### src/rtl/gyro_pkg.sv
// Shared types, default dimensions and arithmetic helpers for the gyro
// sample conditioning path.
package gyro_pkg;

    // Top-level operating mode: calibrating offsets or filtering samples.
    typedef enum logic {
        RUN = 1'b0,
        CAL = 1'b1
    } state_e;

    localparam int DEFAULT_CHANNELS = 3;
    localparam int DEFAULT_WIDTH    = 16;
    localparam int DEFAULT_AVG_LOG2 = 3;
    localparam int DEFAULT_CAL_LOG2 = 4;

    // a - b clamped to the signed range of a w-bit word; the difference is
    // formed wide enough that it can never wrap before the clamp.
    function automatic longint sat_sub(input longint a, input longint b, input int w);
        longint diff;
        longint max_v;
        longint min_v;
        diff  = a - b;
        max_v = (longint'(1) <<< (w - 1)) - 1;
        min_v = -(longint'(1) <<< (w - 1));
        if (diff > max_v) begin
            return max_v;
        end else if (diff < min_v) begin
            return min_v;
        end
        return diff;
    endfunction

endpackage

### src/rtl/gyro_avg_channel.sv
// One channel of the moving-average filter: a ring buffer of the last
// 2^AVG_LOG2 corrected samples and their running sum. The write pointer is
// shared across channels and owned by the parent.
module gyro_avg_channel #(
    parameter int WIDTH    = 16,
    parameter int AVG_LOG2 = 3
) (
    input  logic                    clk,
    input  logic                    rst,
    input  logic                    clear,
    input  logic                    wr_en,
    input  logic [AVG_LOG2-1:0]     ptr,
    input  logic signed [WIDTH-1:0] din,
    output logic signed [WIDTH-1:0] avg_next
);

    localparam int DEPTH = 1 << AVG_LOG2;
    localparam int SUM_W = WIDTH + AVG_LOG2;

    logic signed [WIDTH-1:0] ring_q [DEPTH];
    logic signed [WIDTH-1:0] ring_d [DEPTH];
    logic signed [SUM_W-1:0] sum_q;
    logic signed [SUM_W-1:0] sum_d;
    logic signed [SUM_W-1:0] sum_upd;

    // Sum and average that result if din replaces the oldest entry at ptr.
    always_comb begin
        sum_upd  = sum_q - SUM_W'(ring_q[ptr]) + SUM_W'(din);
        avg_next = WIDTH'(sum_upd >>> AVG_LOG2);
    end

    // Next history: wiped on clear, otherwise oldest slot overwritten on write.
    always_comb begin
        // NOTE: every variable gets its hold value first so no path leaves it
        // unassigned, which is what keeps this block from inferring latches.
        ring_d = ring_q;
        sum_d  = sum_q;
        if (clear) begin
            ring_d = '{default: '0};
            sum_d  = '0;
        end else if (wr_en) begin
            ring_d[ptr] = din;
            sum_d       = sum_upd;
        end
    end

    // History and running sum registers.
    always_ff @(posedge clk or negedge rst) begin
        // NOTE: the ring is reset like any other flop because the running sum
        // assumes all empty slots hold zero during warm-up; non-blocking
        // assignments keep every register updating from pre-edge values.
        if (!rst) begin
            ring_q <= '{default: '0};
            sum_q  <= '0;
        end else begin
            ring_q <= ring_d;
            sum_q  <= sum_d;
        end
    end

endmodule

### src/rtl/gyro_sample_filter.sv
// Per-axis conditioning between the gyro SPI controller and its consumers:
// zero-rate offset calibration, saturating offset removal, a moving average
// per channel, and a channel-selected word for the LED bank.
module gyro_sample_filter
    import gyro_pkg::*;
#(
    parameter int CHANNELS = DEFAULT_CHANNELS,
    parameter int WIDTH    = DEFAULT_WIDTH,
    parameter int AVG_LOG2 = DEFAULT_AVG_LOG2,
    parameter int CAL_LOG2 = DEFAULT_CAL_LOG2,
    parameter int SEL_W    = $clog2(CHANNELS)
) (
    input  logic                      clk,
    input  logic                      rst,
    input  logic                      sample_valid,
    input  logic [CHANNELS*WIDTH-1:0] sample_data,
    input  logic                      cal_start,
    input  logic [SEL_W-1:0]          sel,
    output logic                      filt_valid,
    output logic [CHANNELS*WIDTH-1:0] filt_data,
    output logic [WIDTH-1:0]          sel_data,
    output logic                      cal_busy,
    output logic                      cal_done
);

    localparam int AVG_N = 1 << AVG_LOG2;
    localparam int ACC_W = WIDTH + CAL_LOG2;
    localparam logic [AVG_LOG2:0] FILL_FULL = (AVG_LOG2 + 1)'(AVG_N);

    state_e                    state_q, state_d;
    logic signed [WIDTH-1:0]   offset_q [CHANNELS];
    logic signed [WIDTH-1:0]   offset_d [CHANNELS];
    logic signed [ACC_W-1:0]   acc_q    [CHANNELS];
    logic signed [ACC_W-1:0]   acc_d    [CHANNELS];
    logic [CAL_LOG2-1:0]       cal_cnt_q, cal_cnt_d;
    logic [AVG_LOG2-1:0]       ptr_q, ptr_d;
    logic [AVG_LOG2:0]         fill_q, fill_d;
    logic                      filt_valid_q, filt_valid_d;
    logic [CHANNELS*WIDTH-1:0] filt_data_q, filt_data_d;
    logic                      cal_busy_q, cal_busy_d;
    logic                      cal_done_q, cal_done_d;

    logic signed [WIDTH-1:0]   raw      [CHANNELS];
    logic signed [WIDTH-1:0]   corr     [CHANNELS];
    logic signed [WIDTH-1:0]   avg_next [CHANNELS];
    logic                      filt_wr;
    logic                      filt_clear;
    int                        sel_idx;

    // Unpack the raw sample and remove the calibrated offset with saturation.
    always_comb begin
        for (int c = 0; c < CHANNELS; c++) begin
            raw[c]  = sample_data[c*WIDTH +: WIDTH];
            corr[c] = WIDTH'(sat_sub(longint'(raw[c]), longint'(offset_q[c]), WIDTH));
        end
    end

    for (genvar g = 0; g < CHANNELS; g++) begin : g_chan
        gyro_avg_channel #(
            .WIDTH    (WIDTH),
            .AVG_LOG2 (AVG_LOG2)
        ) u_avg (
            .clk      (clk),
            .rst      (rst),
            .clear    (filt_clear),
            .wr_en    (filt_wr),
            .ptr      (ptr_q),
            .din      (corr[g]),
            .avg_next (avg_next[g])
        );
    end

    // Mode sequencing, calibration accumulation, fill tracking and output capture.
    always_comb begin
        state_d      = state_q;
        offset_d     = offset_q;
        acc_d        = acc_q;
        cal_cnt_d    = cal_cnt_q;
        ptr_d        = ptr_q;
        fill_d       = fill_q;
        filt_data_d  = filt_data_q;
        filt_valid_d = 1'b0;
        cal_done_d   = 1'b0;
        filt_wr      = 1'b0;
        filt_clear   = 1'b0;

        case (state_q)
            RUN: begin
                if (cal_start) begin
                    // A sample arriving with the request is dropped entirely.
                    state_d   = CAL;
                    cal_cnt_d = '0;
                    acc_d     = '{default: '0};
                end else if (sample_valid) begin
                    filt_wr = 1'b1;
                    ptr_d   = ptr_q + 1'b1;
                    fill_d  = (fill_q == FILL_FULL) ? fill_q : fill_q + 1'b1;
                    if (fill_d == FILL_FULL) begin
                        filt_valid_d = 1'b1;
                        for (int c = 0; c < CHANNELS; c++) begin
                            filt_data_d[c*WIDTH +: WIDTH] = avg_next[c];
                        end
                    end
                end
            end
            CAL: begin
                if (sample_valid) begin
                    for (int c = 0; c < CHANNELS; c++) begin
                        acc_d[c] = acc_q[c] + ACC_W'(raw[c]);
                    end
                    cal_cnt_d = cal_cnt_q + 1'b1;
                    if (cal_cnt_q == '1) begin
                        for (int c = 0; c < CHANNELS; c++) begin
                            offset_d[c] = WIDTH'(acc_d[c] >>> CAL_LOG2);
                        end
                        state_d    = RUN;
                        cal_done_d = 1'b1;
                        filt_clear = 1'b1;
                        ptr_d      = '0;
                        fill_d     = '0;
                    end
                end
            end
            default: state_d = RUN;
        endcase

        cal_busy_d = (state_d == CAL);
    end

    // All control and datapath registers of the top level.
    always_ff @(posedge clk or negedge rst) begin
        if (!rst) begin
            state_q      <= RUN;
            offset_q     <= '{default: '0};
            acc_q        <= '{default: '0};
            cal_cnt_q    <= '0;
            ptr_q        <= '0;
            fill_q       <= '0;
            filt_valid_q <= 1'b0;
            filt_data_q  <= '0;
            cal_busy_q   <= 1'b0;
            cal_done_q   <= 1'b0;
        end else begin
            state_q      <= state_d;
            offset_q     <= offset_d;
            acc_q        <= acc_d;
            cal_cnt_q    <= cal_cnt_d;
            ptr_q        <= ptr_d;
            fill_q       <= fill_d;
            filt_valid_q <= filt_valid_d;
            filt_data_q  <= filt_data_d;
            cal_busy_q   <= cal_busy_d;
            cal_done_q   <= cal_done_d;
        end
    end

    // LED word: out-of-range selects fall back to the last channel.
    always_comb begin
        sel_idx  = (int'(sel) >= CHANNELS) ? CHANNELS - 1 : int'(sel);
        sel_data = filt_data_q[sel_idx*WIDTH +: WIDTH];
    end

    assign filt_valid = filt_valid_q;
    assign filt_data  = filt_data_q;
    assign cal_busy   = cal_busy_q;
    assign cal_done   = cal_done_q;

endmodule
### config.mk
export PLATFORM = sky130hd
export DESIGN_NAME = gyro_sample_filter
export DESIGN_NICKNAME = d
export VERILOG_FILES = /design/src/rtl/gyro_pkg.sv /design/src/rtl/gyro_avg_channel.sv /design/src/rtl/gyro_sample_filter.sv
export SDC_FILE = /design/constraint.sdc
export NUM_CORES = 1
export LEC_CHECK = 0
export ABC_AREA = 1
export ABC_CLOCK_PERIOD_IN_PS = 9200
export BUFFER_PORTS_ARGS = -buffer_cell sky130_fd_sc_hd__buf_2
export CORE_MARGIN = 2
export CORE_UTILIZATION = 40
export DETAILED_ROUTE_END_ITERATION = 7
export PLACE_DENSITY_LB_ADDON = 0.12
export SKIP_LAST_GASP = 1
export SYNTH_ARGS = -nofsm -noshare
export SYNTH_HDL_FRONTEND = slang
export SYNTH_HIERARCHICAL = 1
export SYNTH_SLANG_ARGS = --single-unit
### constraint.sdc
create_clock -name clk -period 9.2 [get_ports clk]
set_clock_uncertainty 0.1 [all_clocks]
set_input_delay 0.92 -clock clk [delete_from_list [all_inputs] [get_ports clk]]
set_output_delay 0.92 -clock clk [all_outputs]
set_load 0.02 [all_outputs]
---- After elaboration in Yosys (flattened, before gate mapping) ----
Index checks and enable logic that the tools add are counted.
cells by class
  bitwise logic cells ..................... 3
  muxes and demuxes ....................... 73
  add/subtract/negate cells ............... 15
  reduce and logical (&&, ||, !) cells .... 6
  shifts and indexed selects .............. 1
  eq/ne operators ......................... 8
  order comparisons ....................... 9
operators with widths
  cell                                                              number
  2-to-1 mux 128 bit                                                6
  bitwise mux 128 bit                                               3
  2-to-1 mux 16 bit                                                 16
  binary-select mux 16 bit (select 3 bit)                           3
  2-to-1 mux 60 bit                                                 2
  one-hot mux 60 bit (2 select lines)                               1
  2-to-1 mux 19 bit                                                 6
  adder 20 x 16 -> 20 bit                                           3
  adder 19 x 16 -> 19 bit                                           3
  subtractor 19 x 16 -> 19 bit                                      3
  greater-than comparator 17 x 16 -> 1 bit (second input constant)  3
  less-than comparator 17 x 16 -> 1 bit (second input constant)     3
  subtractor 16 x 16 -> 17 bit                                      3
  demux 16 bit (select 3 bit)                                       1
  indexed part select 48 x 7 -> 16 bit                              1
  2-to-1 mux 4 bit                                                  7
  2-to-1 mux 1 bit                                                  19
  one-hot mux 4 bit (2 select lines)                                2
  equality test 4 bit (second input constant)                       3
  2-to-1 mux 3 bit                                                  4
  adder 4 x 1 -> 4 bit (second input constant)                      2
  inequality test 2 bit (second input constant)                     4
  AND reduction 4 bit                                               2
  one-hot mux 3 bit (2 select lines)                                1
  other kinds (13)                                                  14
storage, ports and cells
  flip-flop bits (word level) ............. 611

---- Depth between registers and ports, before layout ----
Gate-level depths: netlist (run 1).
  word-level depth ........................ 8
  gate-level depth with buffers ........... 32

---- Hierarchy ----
Netlist (run 1), hierarchy kept.
modules (own cells, without submodules)
  module                                   cells an instance  times used  area each (sq um)  sequential area each (sq um)
  gyro_avg_channel at g_chan[0].u_avg ...  932                2           7,950.1            3,678.5
  gyro_sample_filter                       2,167              1           13,927.1           4,254.1
  gyro_avg_channel at g_chan[2].u_avg      918                1           8,040.2            3,678.5

---- Worst setup path before layout (run 1) ----
Ideal clock, no wire load.
  path kind ............................... input to register
  start point ............................. input sample_data[32]
  end point ............................... register filt_data_q[39] (netlist: filt_data[39])
  setup slack ............................. 4,597 ps
  data arrival time ....................... 4,387 ps
  library setup time ...................... 116 ps
  data required time ...................... 8,984 ps
  cell stages on the path ................. 28
  cells stage by stage .................... inv_1 -> ha_1 -> inv_1 -> fa_1 -> nand3_1 -> nand3_1 -> nand2_1 -> nand2_1 -> nand2_1 -> nand2_1 -> nand2_1 -> nand2_2 -> nand2_2 -> buf_6 -> nand2_1 -> nand2_1 -> inv_1 -> fa_1 -> inv_1 -> ha_1 -> nand2_1 -> inv_1 -> a21oi_1 -> nand3_1 -> or2_2 -> and2_1 -> nand2_1 -> nand2_1
RTL lines
  element                 line                       source
  start: declaration      gyro_sample_filter.sv:16   input logic [CHANNELS*WIDTH-1:0] sample_data,
  end signal: assignment  gyro_sample_filter.sv:151  filt_data_q <= filt_data_d;
  end: declaration        gyro_sample_filter.sv:39   logic [CHANNELS*WIDTH-1:0] filt_data_q, filt_data_d;

==> results.md, run 1 <==
* RSZ-0062 raised after global routing: no
* Cts bufs inserted at between 70 and 80
* Die area at between 90,000 and 100,000 um^2
* CP max stage cell: dfrtp_1
* Final ANT Viol Nets at 0
* Synthesized netlist cell count at 4,949
* First-pass GRT wire length at 187 mm
* DRT Wirelength at 117 mm
* Post-synth EDFFs at 0
* CTS H-tree lvls at 3
* DR vias/cell at between 5 and 6
* Critical path required time at ~9600 ps
* Ys async rst share at between 90% and 100%
* Initial antenna violation count at 0
* Crit path top cell by count: nand2_1
* Share of layout cells above drive strength 1 at around 7.4%
* DRC viols at 0
* TNS Setup at 0 ps
* Postcts setup bufs at 0
* Final nets at 5,300
* Min Clock Period, post-route at 5090 ps
* CTS resizes at 0
* Buffers on Ports at between 100 and 150
* Sequential share of the synthesized area at between 40% and 50%
* Startpoint types: flop
* Fill cell count at 9,719
* Num ports at 121
* Sink Count at 611
* Total grt overflow at 0
* Crit path max-delay family: simple AND/OR/NAND/NOR gates
* MaxCap Viol Count at 0
* Initial Utilization at around two fifths
* Slowest stage delay, CP at approximately 1100 ps
* Worst hold path type: in -> async
* Post-Synthesis Net Count at ~5,200
* Clk_lat worst skew at 640 ps
* Critical-path cell list: nand3_1 -> o211ai_1 -> fa_1 -> inv_1 -> ha_1 -> nand2_1 -> nand3_1 -> nand2_1 -> nand2_1 -> a21oi_1 -> nand2_1 -> and2_1 -> nand2_1 -> nand2_1
* Vias at ~33,000
* Final GP Congestion at 0.933
* Clock-pin slew reported for the worst setup and hold paths after clock tree synthesis at around 60 ps
* Vias in the first global route at about 32,000
* Synth warn at 6
* Yosys cell types at 53
* Initial DRC count at between 2,000 and 3,000
* FMAX at between 150 and 200 MHz
* WL/cell at 18.5 um
* Die H at about 310 um
* Netlist Area Pre-Place at 37,900 um^2
* P&R area growth vs syn at 10.5%
* Endpoint class of the critical path: flop
* Period utilisation layout at 55.3%
* Setup Crit Path Kind: reg -> reg
* DRT Pass-1 Iters at 6
* Cts-stage hold buffer count at 0
* Die outline width at roughly 310 um
* Slew Limit Fails at 0
* Tot GR Track Use at between 20% and 30%
* CTS max path bufs at 3
* Core area at around 94,000 um^2
* Rel. slew slack at approximately 22%
* Slew @ Worst Pin at approximately 1200 ps
* DPL Wire Length at a little over 80 mm
* Bufs and invs on worst path at 1
* CTS root buffer: clkbuf_16
* Rows at roughly 110
* Synthesized flop and latch total at 611
* Run status: complete, no violations
* Worst Path Arrival at 5490 ps
* Pin count of the biggest net entering global routing at 170
* Worst-path maximum fanout at 20
* Fin. Hold Viols at 0
* Syn_area_per_cell at between 7 and 8 um^2
* Predominant post-synthesis flop cell: dfrtp_1
* Clock tree from TritonCTS: done
* Final setup violation count at 0
-- area by class of cell --
class                   count  area (um^2)  area share (%)
clock inverters            25          275           0.658
inverters                 823         3110            7.44
well taps                1254         1570            3.75
multi-input cells        3360        18500            44.3
flip-flops and latches    611        15300            36.5
clock buffers             110         2230            5.33
repair buffers            146          831            1.98
diodes                      2         5.00          0.0120
-- flip-flops by register name, summed over array words and instances (netlist names) --
signal	count
g_chan.u_avg/ring_q	384
acc_q	60
g_chan.u_avg/sum_q	57
filt_data	48
offset_q	48
cal_cnt_q	4
fill_q	4
ptr_q	3
cal_busy	1
cal_done	1
filt_valid	1
-- cell usage in the layout, fill, tap and decap left out, types with 7 or more instances in the layout --
| cell type | n |
|---|---|
| buf_2 | 119 |
| nand4_1 | 24 |
| a22oi_1 | 22 |
| inv_2 | 30 |
| nor3_1 | 13 |
| o22ai_1 | 270 |
| a22o_1 | 16 |
| a21oi_1 | 159 |
| buf_4 | 24 |
| ha_1 | 169 |
| nand3_1 | 433 |
| fa_1 | 60 |
| clkbuf_16 | 77 |
| o21ai_0 | 257 |
| clkbuf_8 | 18 |
| nand3_2 | 12 |
| clkbuf_1 | 15 |
| o21ai_1 | 43 |
| o2111ai_1 | 14 |
| dfrtp_1 | 611 |
| mux2i_1 | 16 |
| or2_2 | 13 |
| nor2_1 | 204 |
| nand3b_1 | 51 |
| nand2_2 | 19 |
| a211oi_1 | 12 |
| xnor2_1 | 35 |
| xor2_1 | 29 |
| inv_1 | 783 |
| clkinv_2 | 15 |
| a221oi_1 | 28 |
| inv_4 | 7 |
| o21bai_1 | 10 |
| nand2_1 | 1364 |
| and2_1 | 37 |
| nand2_4 | 12 |
-- worst paths after layout --
kind | from | to | slack, ps | depth (start not counted)
setup reg to reg | ptr_q[2]$_DFFE_PN0P_ | filt_data[24]$_DFFE_PN0P_ | 4110 | 14
max in group asynchronous | rst | offset_q[34]$_DFFE_PN0P_ | 6490 | 3
hold / removal | rst | g_chan[2].u_avg/ring_q[68]$_DFFE_PN0P_ | 240 | 1
setup / recovery | ptr_q[2]$_DFFE_PN0P_ | filt_data[24]$_DFFE_PN0P_ | 4110 | 14
hold reg to reg | offset_q[47]$_DFFE_PN0P_ | offset_q[47]$_DFFE_PN0P_ | 370 | 2
min in group clk | offset_q[47]$_DFFE_PN0P_ | offset_q[47]$_DFFE_PN0P_ | 370 | 2
-- metrics by stage --
step           util (%)  setup slack (ps)  cell area [um^2]  hold slack, ps  cells
4_1_cts            44.7              4210             41900             245   6329
5_1_grt            44.7              3910             41900             289   6329
2_1_floorplan         -              4600             37900             349   4949
3_3_place_gp       42.0              3750             39300             363   6194
6_report           44.7              4110             41900             236   6331
3_5_place_dp       42.0              3690             39300             365   6194
-- cells by family after synthesis --
kind of cell             count (synthesis)  share of synthesized area (%)
buffers and inverters                  978                           10.7
XOR/XNOR                                64                           1.48
AND/OR/NAND/NOR                       2208                           25.2
flip-flops                             611                           40.4
multiplexers                            16                          0.423
AO/OA/AOI/OAI                          843                           13.0
adder cells (fa/ha/maj)                229                           8.76
-- cell usage after synthesis, types with 14 or more instances --
cell	count	area [um^2]
nand4_1	24	150
inv_2	28	105
xnor2_1	35	307
buf_1	22	82.6
buf_4	16	120
ha_1	169	2110
a22o_1	16	140
o2111ai_1	14	123
inv_1	786	2950
fa_1	60	1200
nand2_1	1364	5120
mux2i_1	16	160
nand2_2	19	119
and2_1	37	231
dfrtp_1	611	15300
clkbuf_1	15	56.3
o22ai_1	270	1690
nor2_1	205	769
buf_6	26	293
o21ai_1	43	215
o21ai_0	257	1290
a22oi_1	22	165
nand3_1	433	2170
a21oi_1	159	796
nand3b_1	51	383
xor2_1	29	254
buf_2	74	370
a221oi_1	28	245
-- per-layer routing --
| layer | vias to the layer above | wire length (um) | global-route usage [%] | part of all wire (%) |
|---|---|---|---|---|
| li1 | 16300 | - | - | - |
| met1 | 15900 | 57600 | 36.1 | 49 |
| met2 | 935 | 50700 | 37.0 | 43 |
| met3 | 148 | 6820 | 2.98 | 5.8 |
| met4 | 0 | 2220 | 5.16 | 1.9 |
| met5 | - | 0 | 0 | 0 |
Power of run 1 is not shown: default switching activity piles up to over one toggle a cycle in this logic, so the estimate is an artifact.
==> inputs of run 2 (changes only) <==
--- a/config.mk
+++ b/config.mk
@@ -6,7 +6,7 @@
 export NUM_CORES = 1
 export LEC_CHECK = 0
 export ABC_AREA = 1
-export ABC_CLOCK_PERIOD_IN_PS = 9200
+export ABC_CLOCK_PERIOD_IN_PS = 4960
 export BUFFER_PORTS_ARGS = -buffer_cell sky130_fd_sc_hd__buf_2
 export CORE_MARGIN = 2
 export CORE_UTILIZATION = 40
==> constraint.sdc (replaced) <==
create_clock -name clk -period 4.96 [get_ports clk]
set_clock_uncertainty 0.1 [all_clocks]
set_input_delay 0.496 -clock clk [delete_from_list [all_inputs] [get_ports clk]]
set_output_delay 0.496 -clock clk [all_outputs]
set_load 0.02 [all_outputs]
==> results.md, run 2 (synthesis results as in run 1) <==
* Run status: complete, no violations
* CTS H-tree lvls at 3
* Critical path required time at ~5400 ps
* Vias at about 33,000
* Crit path max-delay family: simple AND/OR/NAND/NOR gates
* Setup Crit Path Kind: reg -> reg
* CTS root buffer: clkbuf_16
* Die outline width at ~310 um
* Startpoint types: flop
* FMAX at 223 MHz
* Clk_lat worst skew at about 640 ps
* P&R area growth vs syn at 11.6%
* RSZ-0062 raised after global routing: no
* Max reg flops at 384
* Fin. Hold Viols at 0
* Period utilisation layout at 90.5%
* Die H at between 300 and 400 um
* Initial Utilization at between 40% and 50%
* Clock tree from TritonCTS: done
* Crit. path cell count at 28
* Slowest stage delay, CP at 520 ps
* MaxCap Viol Count at 0
* Final ANT Viol Nets at 0
* Gr busiest metal: met2
* Met2 Usage GRT at between 30% and 40%
* Most common cell after layout, fill and taps aside: nand2_1
* Total grt overflow at 0
* R2r endpoint: filt_data[45]$_DFFE_PN0P_
* Cts bufs inserted at 76
* CP max stage cell: fa_1
* DPL Wire Length at roughly 84 mm
* Initial DRC count at 2,714
* Critical Path Sink: filt_data[45]$_DFFE_PN0P_
* Buffers on Ports at 120
* Worst-path maximum fanout at 15
* Rel. slew slack at 42.7%
* DRC viols at 0
* Most frequent cells in the layout: nand2_1, inv_1, dfrtp_1, nand3_1, o22ai_1
* DP Cell Count at roughly 6,200
* Ant. Diodes at 0
* Final nets at about 5,300
* Reg2reg path depth at 28
* Slew Limit Fails at 0
* GR Layer Usage met3 at between 3 and 4%
* Rows at 112
* Pin count of the biggest net entering global routing at 113
* Postcts setup bufs at 0
* DRT Wirelength at 118 mm
* Final setup violation count at 0
* DRT Pass-1 Iters at 5
* Vias in the first global route at between 30,000 and 40,000
* Top Registers: g_chan.u_avg/ring_q: 384 flops, acc_q: 60 flops, g_chan.u_avg/sum_q: 57 flops
* WL/cell at roughly 19 um
* Bufs and invs on worst path at 3
* Met1 usage at a little over a third
* Largest Register: g_chan.u_avg/ring_q
* Design area at around 42,000 um^2
* Die area at between 90,000 and 100,000 um^2
* DR vias/cell at roughly 5.2
* Sink Count at between 600 and 700
* Tot GR Track Use at between 20 and 25%
* Share of layout cells above drive strength 1 at 7.92%
* Min Clock Period, post-route at around 4500 ps
* Initial antenna violation count at 0
* Core area at 93,600 um^2
* Crit path top cell by count: nand2_1
* First-pass GRT wire length at between 150 and 200 mm
* Worst hold path type: in -> reg
* TNS Setup at 0 ps
* Final GP Congestion at 0.929
* Num ports at about 120
* Slew @ Worst Pin at between 800 and 900 ps
* Fin cells at 6,357
* Setup WS post-layout at roughly 470 ps
* Critical register-to-register path startpoint: offset_q[0]$_DFFE_PN0P_
* CTS max path bufs at 3
* Worst Path Arrival at 4910 ps
* Endpoint class of the critical path: flop
* DP Area at just under 40,000 um^2
* R2r setup slk at between 400 and 500 ps
* Clock-pin slew reported for the worst setup and hold paths after clock tree synthesis at 60 ps
* Post-place setup slack at between 4 and 5 ps
* Critical path startpoint: offset_q[0]$_DFFE_PN0P_
## run 2: worst min-delay path by stage
stage / from / endpoint / slack [ps] / cells past startpoint
after floorplan: rst / acc_q[0]$_DFFE_PN0P_ / 100 / 0
after global placement: offset_q[38]$_DFFE_PN0P_ / offset_q[38]$_DFFE_PN0P_ / 360 / 2
after detailed placement: g_chan[2].u_avg/sum_q[16]$_DFFE_PN0P_ / g_chan[2].u_avg/sum_q[16]$_DFFE_PN0P_ / 360 / 2
after CTS: cal_start / cal_busy$_DFF_PN0_ / 0.2 / 3
after global routing: cal_start / cal_busy$_DFF_PN0_ / 40 / 3
final: cal_start / cal_busy$_DFF_PN0_ / 30 / 3
## run 2: layer usage
metal | vias up | routed length, um
met4 | 0 | 2500
met3 | 152 | 6180
li1 | 16300 | -
met1 | 15900 | 57900
met2 | 911 | 51300
met5 | - | 0
## run 2: worst reg2reg max path: cells and delay by family, from the launching register on
| kind | cells | cell delay, ps |
|---|---|---|
| adders and majority gates | 4 | 1550 |
| buffers and inverters | 3 | 270 |
| DFF | 1 | 360 |
| and+or+nand+nor | 21 | 2080 |
## run 2: repair_timing
| action | 4_1_cts | 5_1_grt |
|---|---|---|
| hold buffers | 1 | 0 |
| endpoints found under the setup margin | 0 | 7 |
| gates resized for setup | 0 | 2 |
| hold endpoints to repair | 72 | 0 |
## run 2: cell type report
cell class                      count  area, um^2
Clock inverter                     27         372
Timing Repair Buffer              172        1120
Multi-Input combinational cell   3360       18600
Fill cell                        9700       51300
Inverter                          823        3110
Sequential cell                   611       15300
Clock buffer                      110        2260
Tap cell                         1254        1570
## run 2: through the flow
stage	utilization (%)	hold slack (ps)
final	45.2	31.6
after CTS	45.1	0.151
after global routing	45.2	38.3
after detailed placement	42.3	365
after floorplan	-	100
after global placement	42.3	363
Power of run 2 is left out for the same reason.
